<file path="src/rtl/isa_pkg.sv">
// Shared ISA definitions for the decode slice: widths, instruction field positions, FSM encoding.
// Latency: n/a (types, constants and a pure helper only).
// Backpressure: n/a.
package isa_pkg;

    localparam int DATA_W = 16;
    localparam int PC_W   = 32;
    localparam int NREG   = 8;
    localparam int REG_AW = 3;
    localparam int OPC_W  = 5;
    localparam int SHM_W  = 5;

    // Instruction word field positions
    localparam int OPC_HI = 15;
    localparam int OPC_LO = 11;
    localparam int RS_HI  = 10;
    localparam int RS_LO  = 8;
    localparam int RD_HI  = 7;
    localparam int RD_LO  = 5;
    localparam int SHM_HI = 4;
    localparam int SHM_LO = 0;

    typedef enum logic {
        ST_DECODE   = 1'b0,
        ST_WAIT_IMM = 1'b1
    } state_t;

    // Decoded instruction fields, as they travel from IF/ID into ID/EX
    typedef struct packed {
        logic [PC_W-1:0]   pc;
        logic [OPC_W-1:0]  opcode;
        logic [REG_AW-1:0] rs;
        logic [REG_AW-1:0] rd;
        logic [SHM_W-1:0]  shmnt;
    } instr_t;

    // ID/EX pipeline register contents
    typedef struct packed {
        logic              valid;
        instr_t            ins;
        logic [DATA_W-1:0] rs_data;
        logic [DATA_W-1:0] rd_data;
        logic [DATA_W-1:0] imm;
        logic              has_imm;
    } idex_t;

    // Rebuild the raw 16-bit word from the fields fetch already split out;
    // used to recover the immediate carried by the second word.
    function automatic logic [DATA_W-1:0] pack_word(
        input logic [OPC_W-1:0]  opcode,
        input logic [REG_AW-1:0] rs,
        input logic [REG_AW-1:0] rd,
        input logic [SHM_W-1:0]  shmnt
    );
        logic [DATA_W-1:0] w;
        w                = '0;
        w[OPC_HI:OPC_LO] = opcode;
        w[RS_HI:RS_LO]   = rs;
        w[RD_HI:RD_LO]   = rd;
        w[SHM_HI:SHM_LO] = shmnt;
        return w;
    endfunction

endpackage

</file>
<file path="src/rtl/register_file.sv">
// 8x16 register file, one write port and two combinational read ports with write bypass.
// Latency: reads 0 cycles (same-cycle write data forwarded); writes land on the rising edge.
// Backpressure: none; writes are always accepted.
// Ports: clk/rst_n; we/waddr/wdata write port; raddr_a/rdata_a, raddr_b/rdata_b read ports.
module register_file
    import isa_pkg::*;
(
    input  logic              clk,
    input  logic              rst_n,
    input  logic              we,
    input  logic [REG_AW-1:0] waddr,
    input  logic [DATA_W-1:0] wdata,
    input  logic [REG_AW-1:0] raddr_a,
    input  logic [REG_AW-1:0] raddr_b,
    output logic [DATA_W-1:0] rdata_a,
    output logic [DATA_W-1:0] rdata_b
);

    logic [DATA_W-1:0] regs [NREG];

    always_ff @(posedge clk or negedge rst_n) begin
        if (!rst_n) begin
            for (int i = 0; i < NREG; i++) begin
                regs[i] <= '0;
            end
        end else if (we) begin
            regs[waddr] <= wdata;
        end
    end

    // A write in flight this cycle is visible to readers in the same cycle.
    assign rdata_a = (we && (waddr == raddr_a)) ? wdata : regs[raddr_a];
    assign rdata_b = (we && (waddr == raddr_b)) ? wdata : regs[raddr_b];

endmodule

</file>
<file path="src/rtl/decode_stage.sv">
// ID stage: register read, two-word immediate merge, ID/EX register with stall/flush.
// Latency: 1 cycle for single-word instructions, 1 cycle after the immediate word otherwise.
// Backpressure: stall holds ID/EX, FSM and pending latch (upstream holds IF/ID); flush beats stall.
// Ports: if_* IF/ID fields in; wb_* write-back port; id_* ID/EX register out; id_busy = waiting on immediate.
module decode_stage
    import isa_pkg::*;
(
    input  logic              clk,
    input  logic              rst_n,
    input  logic              if_valid,
    input  logic [PC_W-1:0]   if_pc,
    input  logic              if_is_imm,
    input  logic [OPC_W-1:0]  if_opcode,
    input  logic [REG_AW-1:0] if_rs,
    input  logic [REG_AW-1:0] if_rd,
    input  logic [SHM_W-1:0]  if_shmnt,
    input  logic              stall,
    input  logic              flush,
    input  logic              wb_we,
    input  logic [REG_AW-1:0] wb_addr,
    input  logic [DATA_W-1:0] wb_data,
    output logic              id_valid,
    output logic [PC_W-1:0]   id_pc,
    output logic [OPC_W-1:0]  id_opcode,
    output logic [REG_AW-1:0] id_rs,
    output logic [REG_AW-1:0] id_rd,
    output logic [SHM_W-1:0]  id_shmnt,
    output logic [DATA_W-1:0] id_rs_data,
    output logic [DATA_W-1:0] id_rd_data,
    output logic [DATA_W-1:0] id_imm,
    output logic              id_has_imm,
    output logic              id_busy
);

    state_t            state;
    instr_t            pend;
    idex_t             idex;
    instr_t            cur;
    logic [REG_AW-1:0] rd_addr_a;
    logic [REG_AW-1:0] rd_addr_b;
    logic [DATA_W-1:0] rdata_a;
    logic [DATA_W-1:0] rdata_b;
    logic [DATA_W-1:0] imm_word;

    assign cur = '{pc: if_pc, opcode: if_opcode, rs: if_rs, rd: if_rd, shmnt: if_shmnt};

    // While waiting for the immediate, the IF/ID register/address bits belong to the
    // immediate, so the register file must be addressed from the pending latch.
    assign rd_addr_a = (state == ST_WAIT_IMM) ? pend.rs : if_rs;
    assign rd_addr_b = (state == ST_WAIT_IMM) ? pend.rd : if_rd;
    assign imm_word  = pack_word(if_opcode, if_rs, if_rd, if_shmnt);

    register_file u_rf (
        .clk     (clk),
        .rst_n   (rst_n),
        .we      (wb_we),
        .waddr   (wb_addr),
        .wdata   (wb_data),
        .raddr_a (rd_addr_a),
        .raddr_b (rd_addr_b),
        .rdata_a (rdata_a),
        .rdata_b (rdata_b)
    );

    always_ff @(posedge clk or negedge rst_n) begin
        if (!rst_n) begin
            state <= ST_DECODE;
            pend  <= '0;
            idex  <= '0;
        end else if (flush) begin
            // Immediate is cleared with has_imm so id_imm stays 0 whenever has_imm is 0.
            idex.valid   <= 1'b0;
            idex.has_imm <= 1'b0;
            idex.imm     <= '0;
            state        <= ST_DECODE;
            pend         <= '0;
        end else if (!stall) begin
            unique case (state)
                ST_DECODE: begin
                    if (!if_valid) begin
                        idex.valid <= 1'b0;
                    end else if (!if_is_imm) begin
                        idex <= '{valid: 1'b1, ins: cur, rs_data: rdata_a, rd_data: rdata_b,
                                  imm: '0, has_imm: 1'b0};
                    end else begin
                        pend       <= cur;
                        idex.valid <= 1'b0;
                        state      <= ST_WAIT_IMM;
                    end
                end
                ST_WAIT_IMM: begin
                    // if_is_imm on the immediate word carries no meaning and is ignored.
                    if (!if_valid) begin
                        idex.valid <= 1'b0;
                    end else begin
                        idex <= '{valid: 1'b1, ins: pend, rs_data: rdata_a, rd_data: rdata_b,
                                  imm: imm_word, has_imm: 1'b1};
                        pend  <= '0;
                        state <= ST_DECODE;
                    end
                end
            endcase
        end
    end

    assign id_valid   = idex.valid;
    assign id_pc      = idex.ins.pc;
    assign id_opcode  = idex.ins.opcode;
    assign id_rs      = idex.ins.rs;
    assign id_rd      = idex.ins.rd;
    assign id_shmnt   = idex.ins.shmnt;
    assign id_rs_data = idex.rs_data;
    assign id_rd_data = idex.rd_data;
    assign id_imm     = idex.imm;
    assign id_has_imm = idex.has_imm;
    assign id_busy    = (state == ST_WAIT_IMM);

endmodule

</file>
<file path="config.mk">
export PLATFORM = sky130hd
export DESIGN_NAME = decode_stage
export DESIGN_NICKNAME = d
export VERILOG_FILES = /design/src/rtl/isa_pkg.sv /design/src/rtl/register_file.sv /design/src/rtl/decode_stage.sv
export SDC_FILE = /design/constraint.sdc
export NUM_CORES = 1
export LEC_CHECK = 0
export ABC_AREA = 1
export CAP_MARGIN = 30
export CORE_MARGIN = 10
export CORE_UTILIZATION = 57
export CTS_CLUSTER_DIAMETER = 50
export DETAILED_ROUTE_END_ITERATION = 10
export PLACE_DENSITY = 0.81
export REMOVE_ABC_BUFFERS = 1
export SYNTH_ARGS = -nofsm -noshare
export SYNTH_HDL_FRONTEND = slang
export SYNTH_HIERARCHICAL = 1
export SYNTH_SLANG_ARGS = --single-unit
export TNS_END_PERCENT = 5
</file>
<file path="constraint.sdc">
create_clock -name clk -period 3.1 [get_ports clk]
set_clock_uncertainty 0.2 [all_clocks]
set_input_delay 0.62 -clock clk [delete_from_list [all_inputs] [get_ports clk]]
set_output_delay 0.62 -clock clk [all_outputs]
set_load 0.01 [all_outputs]
</file>
* After elaboration in Yosys (flattened, before gate mapping) *
Cells that the tools add are included.

storage, ports and cells
  input bits = 74
  output and inout port bits = 99
  register bits = 275
  logic and storage cells = 85

operators by class
  magnitude comparators = 4
  bitwise operators = 6
  muxes and demuxes = 35
  eq/ne operators = 10
  reductions and logical operators = 6

operators with widths
  operator              number
  $mux W97              3
  $mux W48              5
  $pmux W98 S2          1
  $bwmux W128           1
  $mux W16              7
  $mux W98              1
  $bmux W16 S3          2
  $pmux W48 S2          1
  $demux W16 S3         1
  $mux W17              1
  $ge A4 B4 Y1 const B  3
  $ne A3 B3 Y1 const B  4
  $not A3 Y4            3
  $mux W1               9
  $reduce_and A4 Y1     2
  $eq A3 B3 Y1          2
  $mux W3               2
  $ne A2 B2 Y1 const B  3
  $reduce_and A5 Y1     1
  $lt A4 B1 Y1 const B  1
  $logic_and A1 B1 Y1   3
  $not A1 Y1            3
  $ne A2 B1 Y1 const B  1
  $pmux W1 S2           1

* Logic depth before layout (Yosys ltp) *
Gate-level depths: netlist of the first run.

  word-level depth = 11
  gate-level depth with buffers = 17
  depth with buffers taken out = 12

* Hierarchy *
The synthesis of the first run kept the hierarchy.

by module, submodules not included
  module         area each (sq um)  times used  seq. area each (sq um)  cells each
  register_file  7746.2             1           3203.1                  1198
  decode_stage   6712.7             1           3678.5                  855

* Worst setup path after synthesis of the first run *
OpenSTA, ideal clock, no wires.

  path type = register to register
  start point = register state, in the netlist id_busy
  end point = register idex (netlist bit id_rd_data[10])
  clock period less this slack = 2278 ps
  buffers on the path = 5
  arrival = 1962 ps
  required time = 2784 ps
  library setup time = 116 ps
  stages on the path, launching flop included = 16
  slack = 822 ps
  cell sequence = dfrtp_1 -> buf_4 -> buf_6 -> buf_6 -> o21ai_0 -> buf_2 -> inv_2 -> nand2_1 -> nand2_1 -> nor2_2 -> nand2_4 -> buf_2 -> nand3_1 -> nand2_1 -> nand2_1 -> nand2_1

between the ends
  longest elaborated chain between the ends = 9
  elaborated cells on any way between the ends = 17
  those cells by class = eq/ne (4); mux (9); bitwise (2); reduce/logical (2)

RTL lines
  item                                          line                 source
  start: declaration                            decode_stage.sv:35   state_t state;
  start signal: assignment                      decode_stage.sv:67   state <= ST_DECODE;
  start signal: assignment                      decode_stage.sv:75   state <= ST_DECODE;
  start signal: assignment                      decode_stage.sv:88   state <= ST_WAIT_IMM;
  $mux W3 (*)                                   decode_stage.sv:50   assign rd_addr_b = (state == ST_WAIT_IMM) ? pend.rd : if_rd;
  via rd_addr_b[2]                              decode_stage.sv:40   logic [REG_AW-1:0] rd_addr_b;
  $not A3 Y4 (not written as such)              register_file.sv:33  assign rdata_b = (we && (waddr == raddr_b)) ? wdata : regs[raddr_b];
  $bmux W16 S3                                  register_file.sv:33
  $mux W16 (not written as such) (2 in series)  register_file.sv:33
  $mux W16 (*)                                  register_file.sv:33
  via rdata_b[10]                               decode_stage.sv:42   logic [DATA_W-1:0] rdata_b;
  $mux W97                                      decode_stage.sv:82   end else if (!if_is_imm) begin
  $mux W97                                      decode_stage.sv:80   if (!if_valid) begin
  $pmux W98 S2 (*)                              decode_stage.sv:78   unique case (state)
  end signal: assignment                        decode_stage.sv:83   idex <= '{valid: 1'b1, ins: cur, rs_data: rdata_a, rd_data: rdata_b,
  end signal: assignment                        decode_stage.sv:96   idex <= '{valid: 1'b1, ins: pend, rs_data: rdata_a, rd_data: rdata_b,
  end: declaration                              decode_stage.sv:37   idex_t idex;

The timed path passes the listed nets; every way through them passes the cells marked *. The select of a mux whose other input is x is not followed.
A chain may end at the register's enable or synchronous reset.

* Final worst setup path of the first run *
  start point = register state, in the netlist id_busy
  end point = output id_busy

RTL lines
  item              line                source
  end: declaration  decode_stage.sv:32  output logic id_busy

No word-level cell between the ends.

==> results of run 1 <==
[synth_stat cells]
library cell,instances,area share
inv_4,1,0.00043
nand3_2,3,0.0021
buf_4,12,0.0062
nor2_1,23,0.0060
nor2_2,3,0.0013
buf_1,3,0.00078
clkbuf_1,42,0.011
nand2_2,22,0.0095
clkinv_2,2,0.00069
nand4_1,1,0.00043
buf_6,6,0.0047
inv_1,187,0.049
nand3_1,272,0.094
buf_2,65,0.022
a21oi_2,1,0.00061
nand2_1,922,0.24
o21ai_0,165,0.057
nand2_4,1,0.00078
buf_12,2,0.0028
dfrtp_1,275,0.48
nor3_1,36,0.012
inv_2,8,0.0021
nor3_2,1,0.00069
[metal layers]
| metal | vias to the layer above | track usage | routed length, um |
|---|---|---|---|
| met3 | 172 | 0.05118 | 4483 |
| li1 | 6645 | - | - |
| met5 | - | 0 | 0 |
| met1 | 6691 | 0.3484 | 17060 |
| met2 | 822 | 0.4359 | 21060 |
| met4 | 0 | 0.1493 | 2180 |
[layout by cell type (no fill, tap or decap), types with 2 or more instances in the layout]
cell,netlist,layout
nand3_1,272,272
buf_12,2,10
dfrtp_1,275,274
inv_2,8,8
inv_6,0,2
nand3_2,3,3
o21ai_4,0,2
clkbuf_1,42,8
nor2_1,23,23
inv_1,187,187
clkbuf_8,0,3
o21ai_0,165,159
clkinvlp_4,0,3
nor3_1,36,36
clkbuf_16,0,35
clkdlybuf4s50_1,0,170
o21ai_1,0,2
nand2_2,22,22
buf_4,12,45
nand2_1,922,922
clkinv_2,2,7
nor2_2,3,3
o21ai_2,0,2
[worst paths after layout]
| check | endpoint | cells after the start | startpoint | slack [ns] |
|---|---|---|---|---|
| max | id_busy | 1 | id_busy | 0.35 |
| min | id_imm[2] | 2 | id_imm[2] | 0.27 |
| max reg2reg | id_rd_data[6] | 11 | id_busy | 0.50 |
| min reg2reg | id_imm[2] | 2 | id_imm[2] | 0.27 |
| max in group asynchronous | pend[42] | 3 | rst_n | 1.46 |
| min in group asynchronous | u_rf/regs[31] | 2 | rst_n | 0.53 |
[stage by stage]
stage	hold WS (ns)	power [mW]	utilization	std cells	setup WS [ns]
finish	0.2709	11.24	0.7011	2540	0.3526
global route	0.2956	11.83	0.7011	2540	0.2876
CTS	0.2716	11.27	0.7010	2539	0.3581
detailed placement	0.2577	7.495	0.6585	2480	0.1511
global placement	0.2539	7.393	0.6585	2480	0.2254
floorplan	0.1244	6.156	-	1923	-5.582
[worst reg2reg max path, stage by stage, from the launching register on]
cell,delay [ns]
dfrtp_4,0.75
nand2_1,0.19
o21ai_4,0.12
inv_1,0.15
nor2_1,0.12
nor2_1,0.08
nand2_4,0.16
clkinv_2,0.37
nand2_1,0.18
nand2_1,0.07
nand2_1,0.06
nand2_1,0.05
[logic make-up (layout without fill, tap and decap cells)]
family,count (synthesis),in the layout,share of synthesized area
DFF,275,275,0.4759
buffers and inverters,328,484,0.09960
AOI/OAI and AO/OA,166,166,0.05772
and+or+nand+nor,1284,1284,0.3667
other,0,1,0
[registers in the layout (all words and copies together) (netlist names), 5 cells and up]
| name | count |
|---|---|
| id_rs_data | 16 |
| pend | 48 |
| id_pc | 32 |
| id_shmnt | 5 |
| u_rf/regs | 128 |
| id_rd_data | 16 |
| id_opcode | 5 |
| id_imm | 16 |
[power groups by stage]
| stage | Clock [mW] | Sequential [mW] | Combinational, mW |
|---|---|---|---|
| after floorplan | 0 | 4.74 | 1.42 |
| after global placement | 0 | 4.66 | 2.73 |
| after detailed placement | 0 | 4.68 | 2.82 |
| after CTS | 3.79 | 4.64 | 2.84 |
| after global routing | 3.95 | 4.72 | 3.17 |
| final | 3.74 | 4.65 | 2.85 |
[area by class of cell]
class                           count  area share
Timing Repair Buffer              228      0.1293
Clock inverter                     12    0.006059
Clock buffer                       46     0.05396
Tap cell                          330     0.02352
Antenna cell                        1   0.0001426
Multi-Input combinational cell   1450      0.3521
Sequential cell                   275      0.3923
Inverter                          198     0.04263
==> results.sh, run 1 <==
export IMPL_outcome="complete, no violations"
export IMPL_portBuffers=172
export IMPL_switching_share=0.3158
export IMPL_post_cts_resized=0
export IMPL_nNetsFinal=2261
export IMPL_crit_type="reg -> out"
export IMPL_finalSetupTns_ns=0
export IMPL_crit_path_top_delay_cell="dfrtp_4"
export IMPL_power_leakage_nw=9.236
export IMPL_coreArea_um2=25040
export IMPL_cts_tree="yes"
export IMPL_post_route_period_util=0.8863
export IMPL_gp_congestion=0.9234
export IMPL_end_kind="primary output"
export IMPL_grt_antenna_before_repair=1
export IMPL_synth_distinct_cells=23
export IMPL_syn_avg_cell_area_um2=7.043
export IMPL_finalHoldViolCount=0
export IMPL_timing_slew_headroom=0.5428
export IMPL_drt_iter0_markers=1969
export IMPL_cts_setup_buffers=0
export IMPL_antenna_left=0
export IMPL_hold_buffers=1
export IMPL_cts_sinks=275
export IMPL_powerDensity_nw_per_um2=640.4
export IMPL_netlist_instances=2053
export IMPL_crit_path_cell_trace="clkdlybuf4s50_1"
export IMPL_seq_power_share=0.414
export IMPL_yosysSeqAreaShare=0.4759
export IMPL_fillCellCount=1977
export IMPL_cts_reportedPaths_clkPinSlew_ns=0.06
export IMPL_grt_max_degree=86
export IMPL_initial_utilization=0.5775
export IMPL_post_dp_hpwl_mm=28.29
export IMPL_post_route_cell_area_um2=17550
export IMPL_timing_fmax_ghz=0.3640
export IMPL_min_period_ns=2.747
export IMPL_drc=0
export IMPL_dieArea_um2=32140
export IMPL_io_pins=173
export IMPL_grt_use_total=0.2742
export IMPL_ys_seq_elements=275
export IMPL_max_cap_violations=0
export IMPL_cts_buffer_depth=3
export IMPL_maxSlewViolCount=0
export IMPL_setup_violations=0
export IMPL_pwr_share_clk=0.333
export IMPL_grt_ovfl_total=0
export IMPL_cp_arrival_ns=1.93
export IMPL_synth_warnings=6
export IMPL_hold_path_class="reg -> reg"
export IMPL_clock_root_buffer="clkbuf_16"
export IMPL_num_rows=58
export IMPL_vdd_drop_max_uv=566.2
export IMPL_die_width_um=179.3
export IMPL_dr_pass1_iters=6
export IMPL_placed_area_um2=16490
export IMPL_cts_made_buffers=34
export IMPL_switchingPower_mw=3.551
export IMPL_rsz0062_at_grt="false"
export IMPL_crit_path_start_kind="register"
export IMPL_drt_vias_per_instance=5.642
export IMPL_drt_wl_total_mm=44.78
export IMPL_fp_dieH_um=179.3
export IMPL_clk_insertion_delay_late_ns=0.50
export IMPL_drive_above_1_share=0.06971
export IMPL_cp_max_fo=39
export IMPL_cp_required_ns=2.28
export IMPL_htreeDepth=2
export IMPL_path_buf_inv=1
export IMPL_area_delta_synth_final_pct=21.40
export IMPL_grt_pass1_wl_mm=71.39
export IMPL_max_stage_delay_ns=0.75
export IMPL_multi_input_area_um2=6181
export IMPL_worst_pin_slew_ns=0.6857
export IMPL_grt_pass1_vias=14031
export IMPL_synth_area_um2=14460
export IMPL_combPwrFrac=0.253
export IMPL_p_int_mw=7.691
export IMPL_seqCellArea_um2=6885
export IMPL_cp_top_family="flip-flops"
export IMPL_vias=14330
export IMPL_detail_route_wl_per_cell_um=17.63
Note: power is estimated with default switching activity, not from simulation.
==> inputs of run 2 (changes only) <==
--- a/config.mk
+++ b/config.mk
@@ -7,7 +7,6 @@
 export LEC_CHECK = 0
 export ABC_AREA = 1
 export CAP_MARGIN = 30
-export CORE_MARGIN = 10
 export CORE_UTILIZATION = 57
 export CTS_CLUSTER_DIAMETER = 50
 export DETAILED_ROUTE_END_ITERATION = 10
==> results.sh, run 2 (synthesis results as in run 1) <==
export IMPL_coreArea_um2=24600
export IMPL_htreeDepth=2
export IMPL_largest_reg_flops=128
export IMPL_area_delta_synth_final_pct=21.80
export IMPL_maxSlewViolCount=0
export IMPL_grt_use_total=0.3361
export IMPL_largest_register="u_rf/regs"
export IMPL_drc=0
export IMPL_total_power_mw=11.40
export IMPL_hold_path_class="reg -> reg"
export IMPL_io_pins=173
export IMPL_hold_start="id_rs_data[2]"
export IMPL_post_dp_hpwl_mm=26.00
export IMPL_gp_congestion=0.8752
export IMPL_setup_ws_ns=0.5470
export IMPL_final_util=0.7157
export IMPL_layout_common_cells="922 x nand2_1, 274 x dfrtp_1, 272 x nand3_1"
export IMPL_crit_path_cell_trace="clkdlybuf4s50_1"
export IMPL_fp_dieH_um=161.3
export IMPL_dp_slack_ns=0.2141
export IMPL_fillCellCount=1909
export IMPL_cts_made_buffers=34
export IMPL_fin_cells=2530
export IMPL_grt_pass1_vias=14028
export IMPL_grt_max_degree=83
export IMPL_powerDensity_nw_per_um2=647.6
export IMPL_cp_top_family="flip-flops"
export IMPL_post_route_cell_area_um2=17610
export IMPL_crit_path_start_kind="register"
export IMPL_crit_type="reg -> out"
export IMPL_timing_slew_headroom=0.4920
export IMPL_multi_input_area_um2=6181
export IMPL_timing_hold_ws_ns=0.2735
export IMPL_detail_route_wl_per_cell_um=16.73
export IMPL_clk_insertion_delay_late_ns=0.52
export IMPL_min_period_ns=2.553
export IMPL_path_buf_inv=1
export IMPL_startpoint="id_busy"
export IMPL_portBuffers=172
export IMPL_antenna_left=0
export IMPL_cts_reportedPaths_clkPinSlew_ns=0.06
export IMPL_cp_required_ns=2.28
export IMPL_setup_violations=0
export IMPL_cts_tree="yes"
export IMPL_post_route_period_util=0.8235
export IMPL_die_width_um=161.3
export IMPL_crit_path_top_delay_cell="dfrtp_4"
export IMPL_cp_arrival_ns=1.73
export IMPL_vias=14140
export IMPL_dr_pass1_iters=6
export IMPL_place_inst=2471
export IMPL_power_leakage_nw=9.272
export IMPL_drt_iter0_markers=1439
export IMPL_cts_buffer_depth=3
export IMPL_final_common_cell="nand2_1"
export IMPL_grt_antenna_before_repair=0
export IMPL_rsz0062_at_grt="false"
export IMPL_grt_pass1_wl_mm=70.06
export IMPL_max_cap_violations=0
export IMPL_nNetsFinal=2258
export IMPL_outcome="complete, no violations"
export IMPL_end_kind="primary output"
export IMPL_vdd_drop_max_uv=602.8
export IMPL_drive_above_1_share=0.07026
export IMPL_dieArea_um2=26010
export IMPL_drt_vias_per_instance=5.589
export IMPL_finalHoldViolCount=0
export IMPL_r2r_start="id_busy"
export IMPL_worst_pin_slew_ns=0.7620
export IMPL_clock_root_buffer="clkbuf_16"
export IMPL_initial_utilization=0.5876
export IMPL_drt_wl_total_mm=42.34
export IMPL_antenna_cells=0
export IMPL_timing_fmax_ghz=0.3917
export IMPL_cts_sinks=275
export IMPL_finalSetupTns_ns=0
export IMPL_cp_max_fo=20
export IMPL_placed_area_um2=16470
export IMPL_max_stage_delay_ns=0.61
export IMPL_seqCellArea_um2=6885
export IMPL_num_rows=57
export IMPL_grt_ovfl_total=0
==> run 2: routing by layer <==
metal,up-vias,wire (um),global-route usage
met5,-,0,0
met4,0,2242,0.1998
met3,182,3783,0.06035
met2,737,19630,0.5313
met1,6585,16680,0.4345
li1,6636,-,-
==> run 2: final timing paths <==
path / endpoint / slack, ns / cells past startpoint
max reg2reg: id_rd_data[3] / 0.60 / 10
min: id_rs_data[2] / 0.27 / 2
min in group asynchronous: u_rf/regs[63] / 0.52 / 2
max in group asynchronous: id_pc[5] / 1.40 / 3
max: id_busy / 0.55 / 1
min reg2reg: id_rs_data[2] / 0.27 / 2
==> run 2: timing repair <==
item,in CTS,in global routing
endpoints found under the hold margin,76,0
buffers inserted,0,0
resized for setup,0,0
setup endpoints to repair,0,0
hold buffers,1,0
==> run 2: power by group <==
| group | switching, mW | internal, mW | total (mW) | leakage (nW) |
|---|---|---|---|---|
| Clock | 1.53 | 2.42 | 3.94 | 0.555 |
| Combinational | 1.62 | 1.20 | 2.82 | 5.21 |
| Sequential | 0.388 | 4.25 | 4.64 | 3.51 |
==> run 2: final cells by class <==
| class | count | area share |
|---|---|---|
| Sequential cell | 275 | 0.3910 |
| Multi-Input combinational cell | 1450 | 0.3510 |
| Timing Repair Buffer | 225 | 0.1283 |
| Clock buffer | 48 | 0.05890 |
| Inverter | 198 | 0.04249 |
| Tap cell | 324 | 0.02302 |
| Clock inverter | 10 | 0.005329 |
